==> config.mk <==
export PLATFORM = sky130hd
export DESIGN_NAME = jtag_shift_out_serializer
export DESIGN_NICKNAME = d
export VERILOG_FILES = /design/src/rtl/jtag_shift_out_serializer_pkg.sv /design/src/rtl/jtag_shift_out_serializer_tck_gen.sv /design/src/rtl/jtag_shift_out_serializer.sv
export SDC_FILE = /design/constraint.sdc
export NUM_CORES = 1
export LEC_CHECK = 0
export BUFFER_PORTS_ARGS = -buffer_cell sky130_fd_sc_hd__buf_2
export CAP_MARGIN = 20
export CORE_MARGIN = 4
export CORE_UTILIZATION = 54
export DETAILED_ROUTE_END_ITERATION = 8
export GPL_ROUTABILITY_DRIVEN = 0
export PLACE_DENSITY_LB_ADDON = 0.12
export SYNTH_ARGS = -nofsm -noshare
export SYNTH_HDL_FRONTEND = slang
export SYNTH_SLANG_ARGS = --single-unit
==> constraint.sdc <==
create_clock -name rd_clk -period 3.2 [get_ports rd_clk]
set_input_delay 0.64 -clock rd_clk [delete_from_list [all_inputs] [get_ports rd_clk]]
set_output_delay 0.64 -clock rd_clk [all_outputs]
set_load 0.01 [all_outputs]
==> src/rtl/jtag_shift_out_serializer_pkg.sv <==
// jtag_shift_pkg: shared FSM states and word field layout for the JTAG shift-out serializer
package jtag_shift_pkg;
  typedef enum logic [2:0] {S_IDLE, S_FETCH, S_LOAD, S_LOW, S_HIGH, S_PUSH} state_t;
  localparam int TDI_LSB = 0;
  function automatic int tms_lsb(input int bits);
    return bits;
  endfunction
endpackage

==> src/rtl/jtag_shift_out_serializer_tck_gen.sv <==
// jtag_tck_gen: TCK half-period divider, pulses phase_done every c_TCK_DIV cycles while run
module jtag_tck_gen #(
  parameter int c_TCK_DIV = 2
) (
  input  logic rd_clk,
  input  logic rd_rst,
  input  logic run,
  output logic phase_done
);
  localparam int DW = $clog2(c_TCK_DIV + 1);
  logic [DW-1:0] r_div_cnt;
  assign phase_done = run && r_div_cnt == DW'(c_TCK_DIV - 1);
  always_ff @(posedge rd_clk)
    r_div_cnt <= (rd_rst || !run || phase_done) ? '0 : r_div_cnt + 1'b1;
endmodule

==> src/rtl/jtag_shift_out_serializer.sv <==
// jtag_shift_out_serializer: pops TMS/TDI words, drives TCK/TMS/TDI, packs TDO into words for the shift-in FIFO
module jtag_shift_out_serializer
  import jtag_shift_pkg::*;
#(
  parameter int c_DATA_WIDTH = 32,
  parameter int c_TCK_DIV    = 2
) (
  input  logic                      rd_clk,
  input  logic                      rd_rst,
  input  logic                      enable,
  output logic                      rd_en,
  input  logic [c_DATA_WIDTH-1:0]   rd_data,
  input  logic                      rd_empty,
  output logic                      wr_en,
  output logic [c_DATA_WIDTH/2-1:0] wr_data,
  input  logic                      wr_full,
  output logic                      tck,
  output logic                      tms,
  output logic                      tdi,
  input  logic                      tdo,
  output logic                      busy
);
  localparam int c_BITS  = c_DATA_WIDTH / 2;
  localparam int BCW     = c_BITS > 1 ? $clog2(c_BITS) : 1;
  localparam int TMS_LSB = tms_lsb(c_BITS);
  state_t            r_state;
  logic [c_BITS-1:0] r_tms_word, r_tdi_word, r_cap;
  logic [BCW-1:0]    r_bit_cnt;
  logic              w_run, w_phase_done, w_fetch;
  assign w_run   = r_state == S_LOW || r_state == S_HIGH;
  assign w_fetch = enable && !rd_empty;
  jtag_tck_gen #(.c_TCK_DIV(c_TCK_DIV)) u_tck_gen (
    .rd_clk(rd_clk),
    .rd_rst(rd_rst),
    .run(w_run),
    .phase_done(w_phase_done)
  );
  always_ff @(posedge rd_clk) begin
    if (rd_rst) begin
      r_state   <= S_IDLE;
      rd_en     <= 1'b0;
      wr_en     <= 1'b0;
      wr_data   <= '0;
      tck       <= 1'b0;
      tms       <= 1'b0;
      tdi       <= 1'b0;
      busy      <= 1'b0;
      r_bit_cnt <= '0;
    end else begin
      rd_en <= 1'b0;
      wr_en <= 1'b0;
      case (r_state)
        S_IDLE: if (w_fetch) begin
          r_state <= S_FETCH;
          rd_en   <= 1'b1;
          busy    <= 1'b1;
        end
        S_FETCH: r_state <= S_LOAD;
        S_LOAD: begin
          r_tms_word <= rd_data[TMS_LSB +: c_BITS];
          r_tdi_word <= rd_data[TDI_LSB +: c_BITS];
          tms        <= rd_data[TMS_LSB];
          tdi        <= rd_data[TDI_LSB];
          r_bit_cnt  <= '0;
          r_state    <= S_LOW;
        end
        S_LOW: if (w_phase_done) begin
          tck              <= 1'b1;
          r_cap[r_bit_cnt] <= tdo;
          r_state          <= S_HIGH;
        end
        S_HIGH: if (w_phase_done) begin
          tck <= 1'b0;
          // next bit goes out on the same edge tck falls, so tms/tdi never move while tck is high
          if (r_bit_cnt == BCW'(c_BITS - 1)) r_state <= S_PUSH;
          else begin
            r_bit_cnt <= r_bit_cnt + 1'b1;
            tms       <= r_tms_word[r_bit_cnt + 1'b1];
            tdi       <= r_tdi_word[r_bit_cnt + 1'b1];
            r_state   <= S_LOW;
          end
        end
        S_PUSH: if (!wr_full) begin
          wr_en   <= 1'b1;
          wr_data <= r_cap;
          rd_en   <= w_fetch;
          busy    <= w_fetch;
          r_state <= w_fetch ? S_FETCH : S_IDLE;
        end
        default: r_state <= S_IDLE;
      endcase
    end
  end
endmodule

==> out/results.ini, run 1 <==
[hold_path]
hold_path_class = register to register
hold_depth = 1

[cts]
clock-sinks = 79
clkTransAtPathRegs_ns = 0.08
cts_tree = done
cts_root_buffer = clkbuf_8
cts_setup_buffers = 0
clock_latency_ns = 0.35
cts_buffer_depth = 2
cts_resized = 0
h-tree-depth = 3
postCtsHoldBufs = 0
cts_buffers = 9

[global_routing]
grtUsageTotal_pct = 16.1
antenna_found_initial = 0
grt_max_degree = 33
grt_pass1_wl_mm = 9.13
grt.overflow.total = 0
grt_pass1_vias = 1990

[routing]
vias = 2043
routed_wl_mm = 5.35
drt_iter0_drc = 130
route.detailed.drc = 0
vias_per_cell = 5.19
ant_nets = 0
wire_per_inst_microns = 13.6
drtPass1Iterations = 4

[timing]
setup_ws_ns = 0.790
setup_violations = 0
min_period_ns = 2.41
hold_violations = 0
fin_worst_skew_ns = 0.00718
tns_ns = 0
rsz0062_at_grt = false
tightest_slew_ns = 0.608
drv_slew = 0
period_share_pct = 75.3
slew_headroom_pct = 59.4
fmax_mhz = 415

[placement]
place_ws_ns = 0.795
io_buffers = 59
dpl.hpwl_mm = 3.69
dpl.cell_count = 378

[synthesis]
synth_nets = 303
synthesis.area_sq_um = 3140
yosys_warnings = 0
syn-mean-instance-area_sq_um = 12.1
yosysUniqueCellTypes = 34
synth_area_leader_cell = edfxtp_1
ys_top_cells_by_count = edfxtp_1, nand2_1, dfxtp_1
synth_top_cell_area_share_pct = 45.9
synth.most_common_cell = edfxtp_1
ys_seq_area_share_pct = 65.7
ys_ff_latch = 79
synthTopCellsByArea = edfxtp_1, dfxtp_1, nand2_1
ys.flop_type = edfxtp_1
synthArstFlopShare_pct = 0
synth_edf_count = 48
syn_inst = 260

[power]
design_power_total_mw = 1.99
power.density_nw_per_um2 = 538
ir_worst_vdd_mv = 0.343
power.leakage_nw = 1.34

[finish]
syn2layout_area_growth_pct = 17.6
drive_gt1_share_pct = 28.9
final_nets = 360
finalNonFillerCells = 394
fillers = 430
n_antenna_cell = 0

[floorplan]
core-area_sq_um = 5570
rows = 27
io_pins = 60
dieArea_sq_um = 7090
start_util_pct = 56.3
die_h_microns = 84.2
die_x_microns = 84.2

[critical_path]
arrival_ns = 2.64
startpoint_type = register
critPathMaxFanout = 13
required_ns = 3.43
cpPeakStageDelay_ns = 0.60
r2r_cells = 6
critPathKind = register to register
end_kind = register
crit_slowest_cell = ha_1
path_cells = inv_1, ha_1, mux2_2, mux4_2, o32ai_1, o21ai_1

[outcome]
outcome = finished clean

[flow_run]
cap_violations = 0

[registers in the layout, indices dropped and copies added (netlist names)]
register and flops:
r_tms_word 16, tms 1, r_state 3, busy 1, r_bit_cnt 4, wr_data 16
r_cap 16, wr_en 1, r_tdi_word 16, tck 1, tdi 1, rd_en 1
u_tck_gen.r_div_cnt 2
[final cells by class]
| class | count | area [sq um] | area share (%) |
|---|---|---|---|
| Multi-Input combinational cell | 160 | 986 | 26.7 |
| Timing Repair Buffer | 61 | 310 | 8.41 |
| Sequential cell | 79 | 2060 | 55.9 |
| Inverter | 6 | 22.5 | 0.610 |
| Clock inverter | 6 | 92.6 | 2.51 |
| Clock buffer | 10 | 128 | 3.46 |
| Tap cell | 72 | 90.1 | 2.44 |
[stage by stage]
step                instance area (sq um)  util (%)  hold slack, ns
floorplan                            3140         -           0.399
global route                         3690      66.2           0.441
finish                               3690      66.2           0.425
detailed placement                   3470      62.3           0.412
global placement                     3470      62.3           0.406
CTS                                  3690      66.2           0.427
[final timing paths]
| check | start | endpoint | slack [ns] |
|---|---|---|---|
| worst max-delay path | r_bit_cnt[1] | tms | 0.79 |
| worst min-delay path | u_tck_gen.r_div_cnt[0] | u_tck_gen.r_div_cnt[0] | 0.43 |
| worst max register to register | r_bit_cnt[1] | tms | 0.79 |
| worst min register to register | u_tck_gen.r_div_cnt[0] | u_tck_gen.r_div_cnt[0] | 0.43 |
[per-layer routing]
layer / share of wire (%) / track usage [%] / up-vias
met1: 43 / 20.8 / 945
met4: 0.97 / 7.89 / 0
li1: - / - / 1036
met3: 6.7 / 4.12 / 5
met5: 0 / 0 / -
met2: 49 / 25.5 / 57
[placed cells by master, fill, tap and decap left out, types with 5 or more instances in the layout]
cell / n
clkbuf_8: 9
mux2_2: 5
nand2b_1: 5
inv_1: 5
nor2_1: 22
nand2_1: 46
edfxtp_1: 48
nand3_1: 9
buf_2: 59
dfxtp_1: 31
mux4_2: 6
nor3_1: 5
a21oi_1: 26
ha_1: 5
[logic make-up (layout without fill, tap and decap cells)]
logic type,Yosys count,in the layout,synth area share (%)
flip-flops,79,79,65.7
AO/OA/AOI/OAI,39,39,7.18
AND/OR/NAND/NOR,98,98,13.8
XOR/XNOR,2,2,0.558
buffers and inverters,21,83,2.95
multiplexers,16,16,7.81
adder cells (fa/ha/maj),5,5,1.99
[power by group]
group,switching [mW],internal (mW)
Combinational,0.0371,0.0331
Sequential,0.00916,1.10
Clock,0.367,0.445
Total,0.414,1.57
[worst max-delay path: cells and delay by family, from the launching register on]
family                   cells  cell delay (ns)
AO/OA/AOI/OAI                2             0.36
adder cells (fa/ha/maj)      1             0.60
multiplexers                 2             0.86
flip-flops                   1             0.40
buffers and inverters        1             0.08
(Power assumes the default switching activity.)
==> run 2, diff against run 1 <==
--- a/config.mk
+++ b/config.mk
@@ -5,10 +5,11 @@
 export SDC_FILE = /design/constraint.sdc
 export NUM_CORES = 1
 export LEC_CHECK = 0
+export ABC_AREA = 1
 export BUFFER_PORTS_ARGS = -buffer_cell sky130_fd_sc_hd__buf_2
 export CAP_MARGIN = 20
 export CORE_MARGIN = 4
-export CORE_UTILIZATION = 54
+export CORE_UTILIZATION = 49
 export DETAILED_ROUTE_END_ITERATION = 8
 export GPL_ROUTABILITY_DRIVEN = 0
 export PLACE_DENSITY_LB_ADDON = 0.12
==> constraint.sdc (replaced) <==
create_clock -name rd_clk -period 2.2 [get_ports rd_clk]
set_input_delay 0.44 -clock rd_clk [delete_from_list [all_inputs] [get_ports rd_clk]]
set_output_delay 0.44 -clock rd_clk [all_outputs]
set_load 0.01 [all_outputs]
==> out/results.ini, run 2 <==
[synthesis]
syn-mean-instance-area_sq_um = 9.62  ; -20%
synthesis.area_sq_um = 3240  ; +3.3%
synth_area_leader_cell = edfxtp_1
synthArstFlopShare_pct = 0  ; unchanged
synthTopCellsByArea = edfxtp_1, dfxtp_1, nand2_1
synth_nets = 380  ; +25%
ys.flop_type = edfxtp_1
synth-compound-area-share_pct = 5.98  ; -1.2 points
syn_inst = 337  ; +30%
synth-simple-area-share_pct = 21.9  ; +8.1 points
synth.most_common_cell = nand2_1
muxShareOfSynthArea_pct = 0  ; -7.8 points
synth-xor-area-share_pct = 0.811  ; +0.25 points
ys_ff_latch = 79  ; unchanged
synth_edf_count = 48  ; unchanged
ys_seq_area_share_pct = 63.6  ; -2.1 points
synth-adder-area-share_pct = 1.93  ; -0.063 points
synth_top_cell_area_share_pct = 44.5  ; -1.5 points
yosysUniqueCellTypes = 28  ; -18%
ys_top_cells_by_count = nand2_1, nor2_1, edfxtp_1
yosys_warnings = 0  ; unchanged
synth_top_family_by_area = simple AND/OR/NAND/NOR gates

[floorplan]
die_h_microns = 89.3  ; +6.0%
die_x_microns = 89.3  ; +6.0%
core-area_sq_um = 6390  ; +15%
start_util_pct = 50.7  ; -5.6 points
rows = 29  ; +7.4%
dieArea_sq_um = 7980  ; +12%
io_pins = 60  ; unchanged

[cts]
cts_setup_buffers = 0  ; unchanged
clock_latency_ns = 0.34  ; about the same
cts_resized = 0  ; unchanged
postCtsHoldBufs = 0  ; unchanged
clock-sinks = 79  ; unchanged
cts_root_buffer = clkbuf_8
cts_tree = done
cts_buffers = 9  ; unchanged
h-tree-depth = 3  ; unchanged
clkTransAtPathRegs_ns = 0.08  ; about the same
cts_buffer_depth = 2  ; unchanged

[routing]
vias_per_cell = 4.88  ; -5.9%
drt_iter0_drc = 85  ; -35%
vias = 2356  ; +15%
top_layer = met4
routed_wl_mm = 5.79  ; +8.2%
route.detailed.drc = 0  ; unchanged
met1_length_mm = 2.51  ; +8.5%
wl_met2_mm = 2.79  ; +6.5%
ant_nets = 0  ; unchanged
drtPass1Iterations = 4  ; unchanged
wire_per_inst_microns = 12.0  ; -12%
met3WireLength_microns = 368  ; +3.4%

[power]
power.density_nw_per_um2 = 896  ; +66%
ir_worst_vdd_mv = 0.537  ; +56%
power.leakage_nw = 1.69  ; +26%
design_power_total_mw = 3.43  ; +73%

[critical_path]
startpoint_type = register
worstReg2RegStart = r_bit_cnt[1]
critPathMaxFanout = 10  ; -3
end_kind = register
reg2reg_to = tms
r2r_slack_ns = 0.45  ; -0.34 ns
arrival_ns = 1.96  ; -0.68 ns
critPathKind = register to register
required_ns = 2.41  ; -1.02 ns
r2r_cells = 9  ; +3

[timing]
fin_worst_skew_ns = 0.00604  ; -0.00114 ns
period_share_pct = 79.4  ; +4.1 points
setup_ws_ns = 0.453  ; -0.337 ns
rsz0062_at_grt = false
min_period_ns = 1.75  ; -0.663 ns
tightest_slew_ns = 0.520  ; -0.0875 ns
drv_slew = 0  ; unchanged
slew_headroom_pct = 65.3  ; +5.9 points
tns_ns = 0  ; unchanged
fmax_mhz = 572  ; +38%
hold_violations = 0  ; unchanged
setup_violations = 0  ; unchanged

[finish]
syn2layout_area_growth_pct = 18.3
drive_gt1_share_pct = 22.4  ; -6.5 points
finalNonFillerCells = 483  ; +23%
final_nets = 444  ; +23%
layout_common_cells = nand2_1, nor2_1, buf_2
n_antenna_cell = 0  ; unchanged
mostFrequentLayoutCell = nand2_1
fin_area_sq_um = 3830  ; +3.8%

[global_routing]
antenna_found_initial = 0  ; unchanged
grt.overflow.total = 0  ; unchanged
grt_max_degree = 33  ; unchanged
grt_pass1_wl_mm = 10.1  ; +11%
grtUsageTotal_pct = 16.5  ; +0.32 points
grt_pass1_vias = 2330  ; +17%

[placement]
io_buffers = 59  ; unchanged
place_ws_ns = 0.497  ; -0.298 ns
placed_area_sq_um = 3610  ; +4.0%
dpl.hpwl_mm = 4.18  ; +13%
dpl.cell_count = 467  ; +24%

[hold_path]
hold_depth = 1  ; unchanged
whs_endpoint = r_tms_word[6]
worstHoldStart = rd_data[22]
hold_path_class = input port to register

[outcome]
outcome = finished clean

[flow_run]
cap_violations = 0  ; unchanged

## run 2: cell count changes after synthesis, moves of 5 or more
| cell | before | now |
|---|---|---|
| o21ai_0 | 1 | 19 |
| mux4_2 | 6 | 0 |
| nand2b_1 | 5 | 0 |
| nand3_1 | 9 | 26 |
| nand2_1 | 46 | 75 |
| clkbuf_1 | 9 | 3 |
| nor2_1 | 23 | 62 |
| inv_1 | 5 | 33 |
| mux2_2 | 5 | 0 |
| a21oi_1 | 26 | 5 |
## run 2: per-stage QoR
step	util [%]	hold WS, ns
after floorplan	-	0.404
after detailed placement	56.5	0.424
after global routing	60.0	0.239
final	60.0	0.271
after CTS	60.0	0.256
after global placement	56.5	0.418
## run 2: worst max-delay path by stage
stage	startpoint	end	slack, ns	cells past startpoint
after floorplan	r_bit_cnt[0]	tdi	0.25	12
after global placement	r_state[0]	r_cap[13]	0.55	6
after detailed placement	r_bit_cnt[1]	tdi	0.50	9
after CTS	r_bit_cnt[1]	tdi	0.47	9
after global routing	r_bit_cnt[1]	tms	0.30	9
final	r_bit_cnt[1]	tms	0.45	9
## run 2: layout make-up
type / count / area (sq um)
inverter: 37 / 139
tap: 77 / 96.3
multi-input combinational: 212 / 996
sequential: 79 / 2060
clock inverter: 6 / 83.8
fill: 587 / 2550
timing repair buffer: 62 / 318
clock buffer: 10 / 138
## run 2: layer usage
layer  track usage [%]  up-vias
li1                  -     1225
met1              19.4     1046
met2              28.1       74
met3              5.44       11
met4              5.82        0
met5                 0        -
## run 2: logic make-up after synthesis
| kind of cell | count (synthesis) |
|---|---|
| adders and majority gates | 5 |
| and+or+nand+nor | 171 |
| xor gates and xnor gates | 3 |
| AOI/OAI and AO/OA | 33 |
| DFF | 79 |
| buffers and inverters | 46 |
## run 2: power breakdown
group	leakage [nW]	total, mW	internal (mW)	switching [mW]
combinational	0.887	0.528	0.181	0.347
sequential	0.683	1.75	1.70	0.0560
clock	0.116	1.15	0.665	0.486
## run 2: worst max-delay path, cell delays in order (launching register included)
cell	delay, ns
dfxtp_1	0.40
inv_1	0.08
ha_1	0.46
inv_1	0.20
nand3_1	0.14
nand3_1	0.07
nand3_1	0.09
nand3_1	0.07
nand2_1	0.06
a21oi_1	0.06
==> run 3, diff against run 2 <==
--- a/config.mk
+++ b/config.mk
@@ -9,7 +9,7 @@
 export BUFFER_PORTS_ARGS = -buffer_cell sky130_fd_sc_hd__buf_2
 export CAP_MARGIN = 20
 export CORE_MARGIN = 4
-export CORE_UTILIZATION = 49
+export CORE_UTILIZATION = 55
 export DETAILED_ROUTE_END_ITERATION = 8
 export GPL_ROUTABILITY_DRIVEN = 0
 export PLACE_DENSITY_LB_ADDON = 0.12
==> constraint.sdc (replaced) <==
create_clock -name rd_clk -period 1.7 [get_ports rd_clk]
set_input_delay 0.34 -clock rd_clk [delete_from_list [all_inputs] [get_ports rd_clk]]
set_output_delay 0.34 -clock rd_clk [all_outputs]
set_load 0.01 [all_outputs]
==> out/results.ini, run 3 (same netlist as run 2, synthesis figures left out) <==
[cts]
clkTransAtPathRegs_ns = 0.07  ; about the same
cts_tree = done
postCtsHoldBufs = 0  ; unchanged
cts_buffers = 9  ; unchanged
cts_buffer_depth = 2  ; unchanged
clock-sinks = 79  ; unchanged
cts_root_buffer = clkbuf_8
h-tree-depth = 3  ; unchanged
clock_latency_ns = 0.34  ; about the same

[routing]
drt_iter0_drc = 123  ; +45%
vias_per_cell = 4.91  ; +0.64%
ant_nets = 0  ; unchanged
vias = 2381  ; +1.1%
route.detailed.drc = 0  ; unchanged
wire_per_inst_microns = 12.0  ; +0.48%
drtPass1Iterations = 4  ; unchanged
routed_wl_mm = 5.84  ; +0.90%

[floorplan]
die_x_microns = 84.8  ; -5.1%
die_h_microns = 84.8  ; -5.1%
rows = 27  ; -6.9%
dieArea_sq_um = 7180  ; -10%
io_pins = 60  ; unchanged
core-area_sq_um = 5610  ; -12%
start_util_pct = 57.8  ; +7.0 points

[critical_path]
r2r_slack_ns = 0.10  ; -0.35 ns
cp_num_buf_inv = 2  ; unchanged
required_ns = 1.75  ; -0.66 ns
critPathMaxFanout = 5  ; -5
cpPeakStageDelay_ns = 0.39  ; -0.07 ns
end_kind = register
critPathMostFrequentCell = inv_1
critPathKind = register to register
startpoint_type = register
r2r_cells = 6  ; -3
worstReg2RegStart = r_state[1]
crit_slowest_cell = dfxtp_1
reg2reg_to = r_cap[12]
arrival_ns = 1.65  ; -0.31 ns
path_cells = inv_1, nor3_2, inv_1, nor3_4, nand2_1, nor2_1
crit_family = simple AND/OR/NAND/NOR gates

[finish]
layout_common_cells = nand2_1, nor2_1, buf_2
n_antenna_cell = 0  ; unchanged
final_nets = 451  ; +1.6%
mostFrequentLayoutCell = nand2_1
drive_gt1_share_pct = 24.9  ; +2.5 points
syn2layout_area_growth_pct = 21.2
fin_util_pct = 70.0  ; +10 points

[timing]
setup_violations = 0  ; unchanged
fin_worst_skew_ns = 0.00621  ; +0.000175 ns
period_share_pct = 94.1  ; +15 points
rsz0062_at_grt = true
fmax_mhz = 625  ; +9.2%
hold_violations = 0  ; unchanged
slew_headroom_pct = 72.2  ; +6.9 points
hold_ws_ns = 0.173  ; -0.0981 ns
tightest_slew_ns = 0.416  ; -0.104 ns
drv_slew = 0  ; unchanged
min_period_ns = 1.60  ; -0.147 ns

[hold_path]
whs_endpoint = r_tms_word[3]
worstHoldStart = rd_data[19]
hold_path_class = input port to register
hold_depth = 1  ; unchanged

[global_routing]
grtUsageTotal_pct = 17.8  ; +1.3 points
grt_pass1_vias = 2365  ; +1.5%
antenna_found_initial = 0  ; unchanged
grt_pass1_wl_mm = 10.1  ; -0.14%
grt_max_degree = 33  ; unchanged
grt.overflow.total = 0  ; unchanged

[power]
design_power_total_mw = 4.46  ; +30%
power.leakage_nw = 1.73  ; +2.5%
power.density_nw_per_um2 = 1140  ; +27%
ir_worst_vdd_mv = 0.758  ; +41%

[placement]
io_buffers = 59  ; unchanged
dpl.hpwl_mm = 4.18  ; about the same

[flow_run]
cap_violations = 0  ; unchanged

[outcome]
outcome = finished clean

## run 3: cell types whose count changed in the layout (fill, tap and decap cells not counted), moves of 2 or more
cell      change
buf_4         +6
inv_4         +2
xor2_1        -2
clkbuf_8      +3
xor2_2        +2
clkinv_2      -3
## run 3: metal layers
| layer | wire length [microns] | global-route usage, % | vias to the layer above |
|---|---|---|---|
| met3 | 299 | 4.81 | 14 |
| met4 | 146 | 9.06 | 0 |
| met2 | 3020 | 30.4 | 58 |
| li1 | - | - | 1239 |
| met5 | 0 | 0 | - |
| met1 | 2370 | 20.4 | 1070 |
## run 3: what timing repair did
| action | 4_1_cts | 5_1_grt |
|---|---|---|
| endpoints found under the setup margin | 1 | 8 |
| buffers inserted | 0 | 1 |
| resized for setup | 1 | 4 |
## run 3: final cells by class
type | instances | area (sq um)
Sequential cell | 79 | 2060
Fill cell | 460 | 1680
Multi-Input combinational cell | 212 | 1030
Timing Repair Buffer | 69 | 383
Clock buffer | 14 | 183
Inverter | 37 | 141
Tap cell | 72 | 90.1
Clock inverter | 2 | 36.3
## run 3: how the worst max path moves through the flow
stage	start	endpoint	slack, ns	cells after the start
3_3_place_gp	r_bit_cnt[1]	tms	0.14	9
2_1_floorplan	r_bit_cnt[0]	tdi	0.02	12
3_5_place_dp	r_bit_cnt[1]	tdi	0.01	9
5_1_grt	r_state[1]	r_cap[13]	-0.02	6
4_1_cts	r_bit_cnt[1]	tdi	0.06	9
6_report	r_state[1]	r_cap[12]	0.10	6
## run 3: power by group
| part | switching, mW | internal, mW | total (mW) |
|---|---|---|---|
| registers | 0.0680 | 2.20 | 2.27 |
| logic | 0.474 | 0.271 | 0.745 |
| clock network | 0.608 | 0.841 | 1.45 |
| total | 1.15 | 3.31 | 4.46 |
## run 3: through the flow
step	setup WS, ns	instances	cell area (sq um)	TNS (ns)
floorplan	0.0159	337	3270	0
global placement	0.140	468	3670	0
detailed placement	0.0130	468	3670	0
CTS	0.0640	484	3890	0
global route	-0.0236	485	3930	-0.0918
finish	0.100	485	3930	0
